--- config.mk ---
export PLATFORM = sky130hd
export DESIGN_NAME = case_route
export DESIGN_NICKNAME = d
export VERILOG_FILES = /design/src/rtl/case_route_pkg.sv /design/src/rtl/sat_counter.sv /design/src/rtl/case_route.sv
export SDC_FILE = /design/constraint.sdc
export NUM_CORES = 1
export LEC_CHECK = 0
export CAP_MARGIN = 20
export CORE_ASPECT_RATIO = 1.1
export CORE_MARGIN = 2
export CORE_UTILIZATION = 40
export CTS_CLUSTER_DIAMETER = 200
export DETAILED_ROUTE_END_ITERATION = 6
export GPL_TIMING_DRIVEN = 0
export PLACE_DENSITY = 0.74
export SLEW_MARGIN = 20
export SYNTH_ARGS = -nofsm -noshare
export SYNTH_HDL_FRONTEND = slang
export SYNTH_SLANG_ARGS = --single-unit
--- constraint.sdc ---
create_clock -name clk -period 1.8 [get_ports clk]
set_clock_uncertainty 0.05 [all_clocks]
set_input_delay 0.18 -clock clk [delete_from_list [all_inputs] [get_ports clk]]
set_output_delay 0.18 -clock clk [all_outputs]
set_load 0.05 [all_outputs]
--- src/rtl/case_route_pkg.sv ---
// Shared types and constants for the case_route select-and-dispatch stage.
package case_route_pkg;

  typedef enum logic [1:0] {
    IDLE = 2'd0,
    SEND = 2'd1,
    ERR  = 2'd2
  } state_t;

  localparam int MODE_DROP     = 0;
  localparam int MODE_FALLBACK = 1;

endpackage

--- src/rtl/sat_counter.sv ---
// Saturating up-counter with synchronous clear; clear wins over increment.
module sat_counter #(
  parameter int CNT_W = 8
) (
  input  logic             clk,
  input  logic             rst,
  input  logic             inc,
  input  logic             clr,
  output logic [CNT_W-1:0] count
);

  always_ff @(posedge clk or posedge rst) begin
    if (rst) begin
      count <= '0;
    end else if (clr) begin
      count <= '0;
    end else if (inc && (count != '1)) begin
      count <= count + CNT_W'(1);
    end
  end

endmodule

--- src/rtl/case_route.sv ---
// Select-and-dispatch stage: one registered beat presented on exactly one of NUM_CH channels.
// Handshake: a beat moves on a rising edge where valid && ready; valid holds data stable until then.
module case_route
  import case_route_pkg::*;
#(
  parameter int DATA_W = 8,
  parameter int NUM_CH = 4,
  parameter int SEL_W  = 3,
  parameter int MODE   = 0,
  parameter int CNT_W  = 8
) (
  input  logic              clk,
  input  logic              rst,
  input  logic              in_valid,
  output logic              in_ready,
  input  logic [SEL_W-1:0]  in_sel,
  input  logic [DATA_W-1:0] in_data,
  output logic [NUM_CH-1:0] out_valid,
  input  logic [NUM_CH-1:0] out_ready,
  output logic [DATA_W-1:0] out_data,
  output logic              err_pulse,
  output logic [CNT_W-1:0]  err_count,
  input  logic              clr_err
);

  localparam int CH_W = (NUM_CH > 1) ? $clog2(NUM_CH) : 1;
  localparam logic [SEL_W:0]    NUM_CH_L    = NUM_CH[SEL_W:0];
  localparam logic [CH_W-1:0]   FALLBACK_CH = CH_W'(NUM_CH - 1);
  localparam logic [NUM_CH-1:0] CH0         = NUM_CH'(1);

  state_t          state;
  logic [CH_W-1:0] cur_ch;
  logic            sel_legal;
  logic [CH_W-1:0] sel_ch;
  logic            illegal_acc;

  // Unmatched codes resolve to the fallback channel so nothing is ever undefined.
  always_comb begin
    sel_legal = 1'b0;
    sel_ch    = FALLBACK_CH;
    case ({1'b0, in_sel} < NUM_CH_L)
      1'b1: begin
        sel_legal = 1'b1;
        sel_ch    = in_sel[CH_W-1:0];
      end
      default: begin
        sel_legal = 1'b0;
        sel_ch    = FALLBACK_CH;
      end
    endcase
  end

  always_comb begin
    in_ready = 1'b0;
    case (state)
      IDLE:    in_ready = 1'b1;
      SEND:    in_ready = out_ready[cur_ch];
      default: in_ready = 1'b0;
    endcase
  end

  assign illegal_acc = in_valid && in_ready && !sel_legal;

  always_ff @(posedge clk or posedge rst) begin
    if (rst) begin
      state     <= IDLE;
      cur_ch    <= '0;
      out_valid <= '0;
      out_data  <= '0;
      err_pulse <= 1'b0;
    end else begin
      err_pulse <= 1'b0;
      case (state)
        IDLE, SEND: begin
          // In SEND, in_ready doubles as the output handshake for cur_ch.
          if (in_ready) begin
            if (in_valid) begin
              if (sel_legal || (MODE == MODE_FALLBACK)) begin
                state     <= SEND;
                cur_ch    <= sel_ch;
                out_data  <= in_data;
                out_valid <= CH0 << sel_ch;
                err_pulse <= !sel_legal;
              end else begin
                state     <= ERR;
                out_valid <= '0;
                err_pulse <= 1'b1;
              end
            end else begin
              state     <= IDLE;
              out_valid <= '0;
            end
          end
        end
        ERR: begin
          state <= IDLE;
        end
        default: begin
          state     <= IDLE;
          out_valid <= '0;
        end
      endcase
    end
  end

  sat_counter #(
    .CNT_W(CNT_W)
  ) u_err_count (
    .clk  (clk),
    .rst  (rst),
    .inc  (illegal_acc),
    .clr  (clr_err),
    .count(err_count)
  );

endmodule

==> out/results.ini, run 1 <==
[run_status]
outcome=finished, final reports clean

[synthesis]
synth_flop_cell=dfrtp_1
synth-compound-area-share_pct=15.84
synthCells=106
ys_top_cells_by_count=dfrtp_1 (25), mux2_2 (11), a21oi_1 (8)
synth_top_area_share_pct=50.76
synth-adder-area-share_pct=1.015
synth_edf_count=0
synth.distinct_cells=35
synth.most_common_cell=dfrtp_1
synth_seq_cells=25
synth_area_leader_cell=dfrtp_1
syn_area_um2=1232
synthArstFlopShare_pct=100.0
synth.mux.area_fraction_pct=14.62
synth_xor_xnor_area_share_pct=0
synth_top_family_by_area=compound AO/OA/AOI/OAI gates
synth.net_count=126
avgSynthCellArea_um2=11.63
synth_simple_gate_area_share_pct=14.11
synth.area.top_cells=dfrtp_1 (51%), mux2_2 (10%), a21oi_1 (3.2%)
ys_warn_count=0
ys_seq_area_share_pct=50.76

[pwr]
p_per_area_nw_per_um2=1048
max-vdd-ir-drop_v=0.0007687
p_leak_nw=0.8315

[detailed_routing]
drtPass1Iterations=4
vias=1027
wl_met1_um=1217
viasPerCell=5.434
ant_nets=0
wl_met3_um=81
wirelength_um=2827
avgRoutedWirePerCell_um=14.96
post-route-drc-count=0
dr.max_layer_used=met4
routed-wl-met2_um=1500
drt_iter0_markers=41

[job]
cap_viol_max_count=0

[floorplanning]
core_um2=2995
start_util_pct=41.14
die_area_um2=3542
rows=21
pin_count=41
die_y_um=62.22
dieWidth_um=56.93

[clocking]
cts_max_level=1
cts_made_buffers=3
root_buffer=clkbuf_4
cts_sinks=25
cts.clk_slew.worst_paths_ns=0.14
cts_tree=yes
clockBufferDepth=2
clk_latency_ns=0.32

[critical_path]
cp_slowest_cell=dfrtp_1
path_max_fanout=4
rr_startpoint=cur_ch[1]$_DFFE_PP0P_
critPathLaunch=cur_ch[1]$_DFFE_PP0P_
reg2reg_slack_ns=0.05
cp-end-kind=output port
critPathLaunchType=flop
reg2regPathDepth=4
arrival_ns=1.55
critical_path_class=reg2out
critical-path-max-stage-delay_ns=0.46
crit_chain=mux2_4, o22ai_4, nor2_2, buf_6
r2r-end=out_data[1]$_DFFE_PP0P_
cp_data_required_time_ns=1.57

[min_path]
hold_path_depth=2
min_to=u_err_count.count[2]$_DFFE_PP0P_
min_from=clr_err
min-delay-path-class=in2reg

[placed_design]
dp_hpwl_um=2019
numPortBuffers=39
finalWeightedCongestion=0.7988
dp_cells=179

[timing]
holdWs_ns=0.1929
hold_viol=0
finalMaxSlewViolations=0
setup_viol=0
layout_min_cycle_time_ns=1.783
relSlewSlack_pct=34.51
rsz0062_at_grt=yes
max_freq_ghz=0.5609
worst_pin_slew_ns=0.9813
fin_crit_sh_pct=99.04

[final_layout]
final_util_pct=59.98
layout.nets=176
num_antenna_cells=0
drive_gt1_share_pct=25.16
finalNonFillerCells=189
syn_to_final_growth_pct=45.79

[global_routing]
overflow=0
grt_antenna_before_repair=0
grt_pass1_wl_um=4678
grt_pass1_vias=1025
grt_max_degree=26
grt_usage_pct=16.40

-- per-layer routing --
layer / up-vias / GRT usage, %
met4: 0 / 6.105
met5: - / 0
met1: 507 / 21.18
li1: 493 / -
met2: 25 / 28.16
met3: 2 / 1.458
-- through the flow --
step                      instance area [um2]  setup WS (ns)  setup TNS, ns  power [mW]
after global routing                     1797       -0.03179        -0.1307       1.966
final                                    1797        0.01725              0       1.883
after detailed placement                 1668        -0.4117         -1.959       1.569
after CTS                                1715       0.004641              0       1.859
after global placement                   1668        -0.4073         -1.697       1.545
after floorplan                          1235        0.03362              0       1.293
-- worst max path at each step --
stage	slack, ns	endpoint
CTS	0.005	out_data[1]$_DFFE_PP0P_
global placement	-0.41	in_ready
global route	-0.03	in_ready
finish	0.02	in_ready
floorplan	0.03	u_err_count.count[7]$_DFFE_PP0P_
detailed placement	-0.41	in_ready
-- layout make-up --
cell class | instances | area (um2)
fillers | 264 | 1199
flip-flops and latches | 25 | 629.4
multi-input cells | 72 | 608.1
repair buffers | 45 | 440.4
well taps | 34 | 42.54
plain buffers | 3 | 26.28
clock buffers | 3 | 22.52
inverters | 6 | 22.52
clock inverters | 1 | 5.005
-- state kept, by name, indices dropped and copies added (netlist names) --
signal / cells
cur_ch: 2
err_pulse: 1
out_data: 8
out_valid: 4
state: 2
u_err_count.count: 8
-- critical path, delay by kind of cell, from the launching register on --
family | cells | cell delay [ns]
AOI/OAI and AO/OA | 1 | 0.21
buffers and inverters | 1 | 0.15
DFF | 1 | 0.46
muxes | 1 | 0.37
and+or+nand+nor | 1 | 0.06
-- timing repair --
action	in CTS	in global routing
endpoints found under the setup margin	13	17
endpoints found under the hold margin	0	0
hold buffers	0	0
resized for setup	15	12
pin swaps	1	1
setup buffers	1	5
-- where the power goes --
| group | leakage, nW | switching [mW] | total (mW) | internal, mW |
|---|---|---|---|---|
| registers | 0.317 | 0.0768 | 0.742 | 0.665 |
| logic | 0.497 | 0.522 | 0.886 | 0.363 |
| clock network | 0.0177 | 0.172 | 0.255 | 0.0831 |
| total | 0.831 | 0.771 | 1.88 | 1.11 |
-- cells by family after synthesis --
group,after synthesis
adders and majority gates,1
DFF,25
AOI/OAI and AO/OA,27
and+or+nand+nor,30
muxes,14
buffers and inverters,9
-- cell usage in the layout (no fill, tap or decap), types with 2 or more instances in the layout --
cell type / netlist / final
a21o_1: 3 / 3
a21oi_1: 8 / 8
buf_4: 1 / 6
buf_6: 1 / 3
clkbuf_4: 0 / 3
clkdlybuf4s50_1: 0 / 29
dfrtp_1: 25 / 22
dfrtp_2: 0 / 3
dlygate4sd2_1: 0 / 5
dlymetal6s2s_1: 0 / 4
inv_1: 6 / 6
mux2_2: 11 / 11
mux2_4: 2 / 2
nand2_1: 4 / 3
nand3_1: 3 / 3
nor2_1: 5 / 3
nor2_2: 0 / 2
o21ai_0: 5 / 5
o221ai_4: 1 / 2
o31ai_1: 4 / 4
or3_1: 3 / 3
or4_1: 3 / 3
No activity file was read; power rests on OpenSTA's default activity.
==> run 2: changes to the inputs <==
SETUP_SLACK_MARGIN = 0.02   (was unset)
==> run 2 against run 1 <==
  * Die area unchanged
  * Combinational power up 0.6%
  * Cell count up 1.1%
  * Critical path type unchanged
  * Register-to-register slack better by 0.04 ns
==> out/results.ini, run 2 (same netlist as run 1, synthesis figures left out) <==
[run_status]
outcome=finished, final reports clean

[final_layout]
syn_to_final_growth_pct=47.92
layout.nets=178
drive_gt1_share_pct=27.39
final_cell_mix=clkdlybuf4s50_1 (24), dfrtp_1 (22), mux2_2 (11)
reg_top3=out_data: 8 flops, u_err_count.count: 8 flops, out_valid: 4 flops
layout_commonest_cell=clkdlybuf4s50_1
num_antenna_cells=0

[detailed_routing]
drtPass1Iterations=7
ant_nets=0
post-route-drc-count=0
viasPerCell=5.377
wirelength_um=2854
vias=1027
avgRoutedWirePerCell_um=14.94
drt_iter0_markers=43

[timing]
setup_viol=0
rsz0062_at_grt=yes
holdWs_ns=0.1960
fin_crit_sh_pct=98.78
hold_viol=0
finalMaxSlewViolations=0
max_freq_ghz=0.5624
worst_slack_ns=0.02200
relSlewSlack_pct=34.34
layout_min_cycle_time_ns=1.778
setup_tns_ns=0
worst_pin_slew_ns=0.9838

[clocking]
cts.clk_slew.worst_paths_ns=0.14
root_buffer=clkbuf_4
clk_latency_ns=0.32
clockBufferDepth=2
hold_buffers=0
cts_made_buffers=3
cts_tree=yes
cts_max_level=1
cts_sinks=25

[pwr]
p_int_mw=1.115
p_leak_nw=0.8832
power_frac_clock_pct=13.5
pwr-share-seq_pct=39.3
power_switching_share_pct=40.90
p_per_area_nw_per_um2=1035
max-vdd-ir-drop_v=0.0007644
p_switching_uw=771.8
combPwrFrac_pct=47.2

[floorplanning]
dieWidth_um=56.93
start_util_pct=41.14
core_um2=2995
rows=21
pin_count=41
die_area_um2=3542
die_y_um=62.22

[global_routing]
grt_max_degree=26
grt_pass1_vias=1029
grt_usage_pct=16.44
grt_antenna_before_repair=0
grt_pass1_wl_um=4692
overflow=0

[job]
cap_viol_max_count=0

[critical_path]
critical_path_class=reg2out
path_max_fanout=4
arrival_ns=1.55
cp-end-kind=output port
cp_data_required_time_ns=1.57
critPathLaunchType=flop

[placed_design]
finalWeightedCongestion=0.7988
dp_hpwl_um=2019
dp_slack_ns=-0.4117
numPortBuffers=39

[min_path]
min-delay-path-class=in2reg

[run 2: cell types whose count changed in the layout (fill, tap and decap cells not counted)]
cell and delta:
clkdlybuf4s50_1 -5, ha_1 -1, buf_4 +2, or4_4 +1, ha_2 +1, dlymetal6s2s_1 +3, dlygate4sd2_1 +2, or4_1 -1
[run 2: final timing paths]
kind | endpoint | startpoint | slack (ns) | cells past startpoint
setup / recovery | in_ready | cur_ch[1]$_DFFE_PP0P_ | 0.02 | 4
hold / removal | u_err_count.count[2]$_DFFE_PP0P_ | clr_err | 0.20 | 2
setup reg to reg | out_data[2]$_DFFE_PP0P_ | cur_ch[1]$_DFFE_PP0P_ | 0.09 | 4
hold reg to reg | out_valid[0]$_DFFE_PP0P_ | out_valid[0]$_DFFE_PP0P_ | 0.45 | 1
max in group asynchronous | u_err_count.count[0]$_DFFE_PP0P_ | rst | 0.71 | 2
min in group asynchronous | state[0]$_DFFE_PP0P_ | rst | 0.33 | 2
[run 2: per-layer routing]
| layer | up-vias | share of wire, % | GRT usage, % |
|---|---|---|---|
| li1 | 498 | - | - |
| met1 | 508 | 44 | 21.18 |
| met2 | 19 | 53 | 28.30 |
| met3 | 2 | 2.5 | 1.458 |
| met4 | 0 | 0.95 | 6.105 |
| met5 | - | 0 | 0 |
[run 2: worst max-delay path, cell delays in order (launching register included)]
cell     delay [ns]
dfrtp_1        0.45
mux2_4         0.37
o22ai_4        0.21
nor2_2         0.06
buf_6          0.15
[run 2: through the flow]
step	instances	instance area (um2)	power, mW	utilization, %
6_report	191	1823	1.887	60.86
5_1_grt	191	1823	1.971	60.86
4_1_cts	184	1713	1.859	57.18
3_5_place_dp	179	1668	1.569	55.68
3_3_place_gp	179	1668	1.545	55.68
2_1_floorplan	106	1235	1.293	-
[run 2: layout make-up]
| cell class | instances | area [um2] |
|---|---|---|
| Tap cell | 34 | 42.54 |
| Multi-Input combinational cell | 72 | 614.3 |
| Clock buffer | 3 | 22.52 |
| Buffer | 3 | 26.28 |
| Timing Repair Buffer | 47 | 460.4 |
| Inverter | 6 | 22.52 |
| Fill cell | 259 | 1172 |
| Sequential cell | 25 | 629.4 |
| Clock inverter | 1 | 5.005 |
[run 2: timing repair]
action	CTS	global route
resized for setup	17	18
pin swaps	1	3
cloned	0	1
hold endpoints to repair	0	0
buffers inserted	1	6
endpoints found under the setup margin	15	20
[run 2: power groups by stage]
stage | logic [mW] | registers [mW] | clock network [mW]
after floorplan | 0.261 | 1.03 | 0
after global placement | 0.803 | 0.743 | 0
after detailed placement | 0.818 | 0.751 | 0
after CTS | 0.853 | 0.739 | 0.267
after global routing | 0.934 | 0.754 | 0.283
final | 0.891 | 0.742 | 0.255
==> run 3: changes to the inputs <==
ABC_CLOCK_PERIOD_IN_PS = 1800   (was unset)
CAP_MARGIN = unset   (was 20)
==> results of run 3 <==
The final DEF is identical to that of run 2; final timing and power are the same.
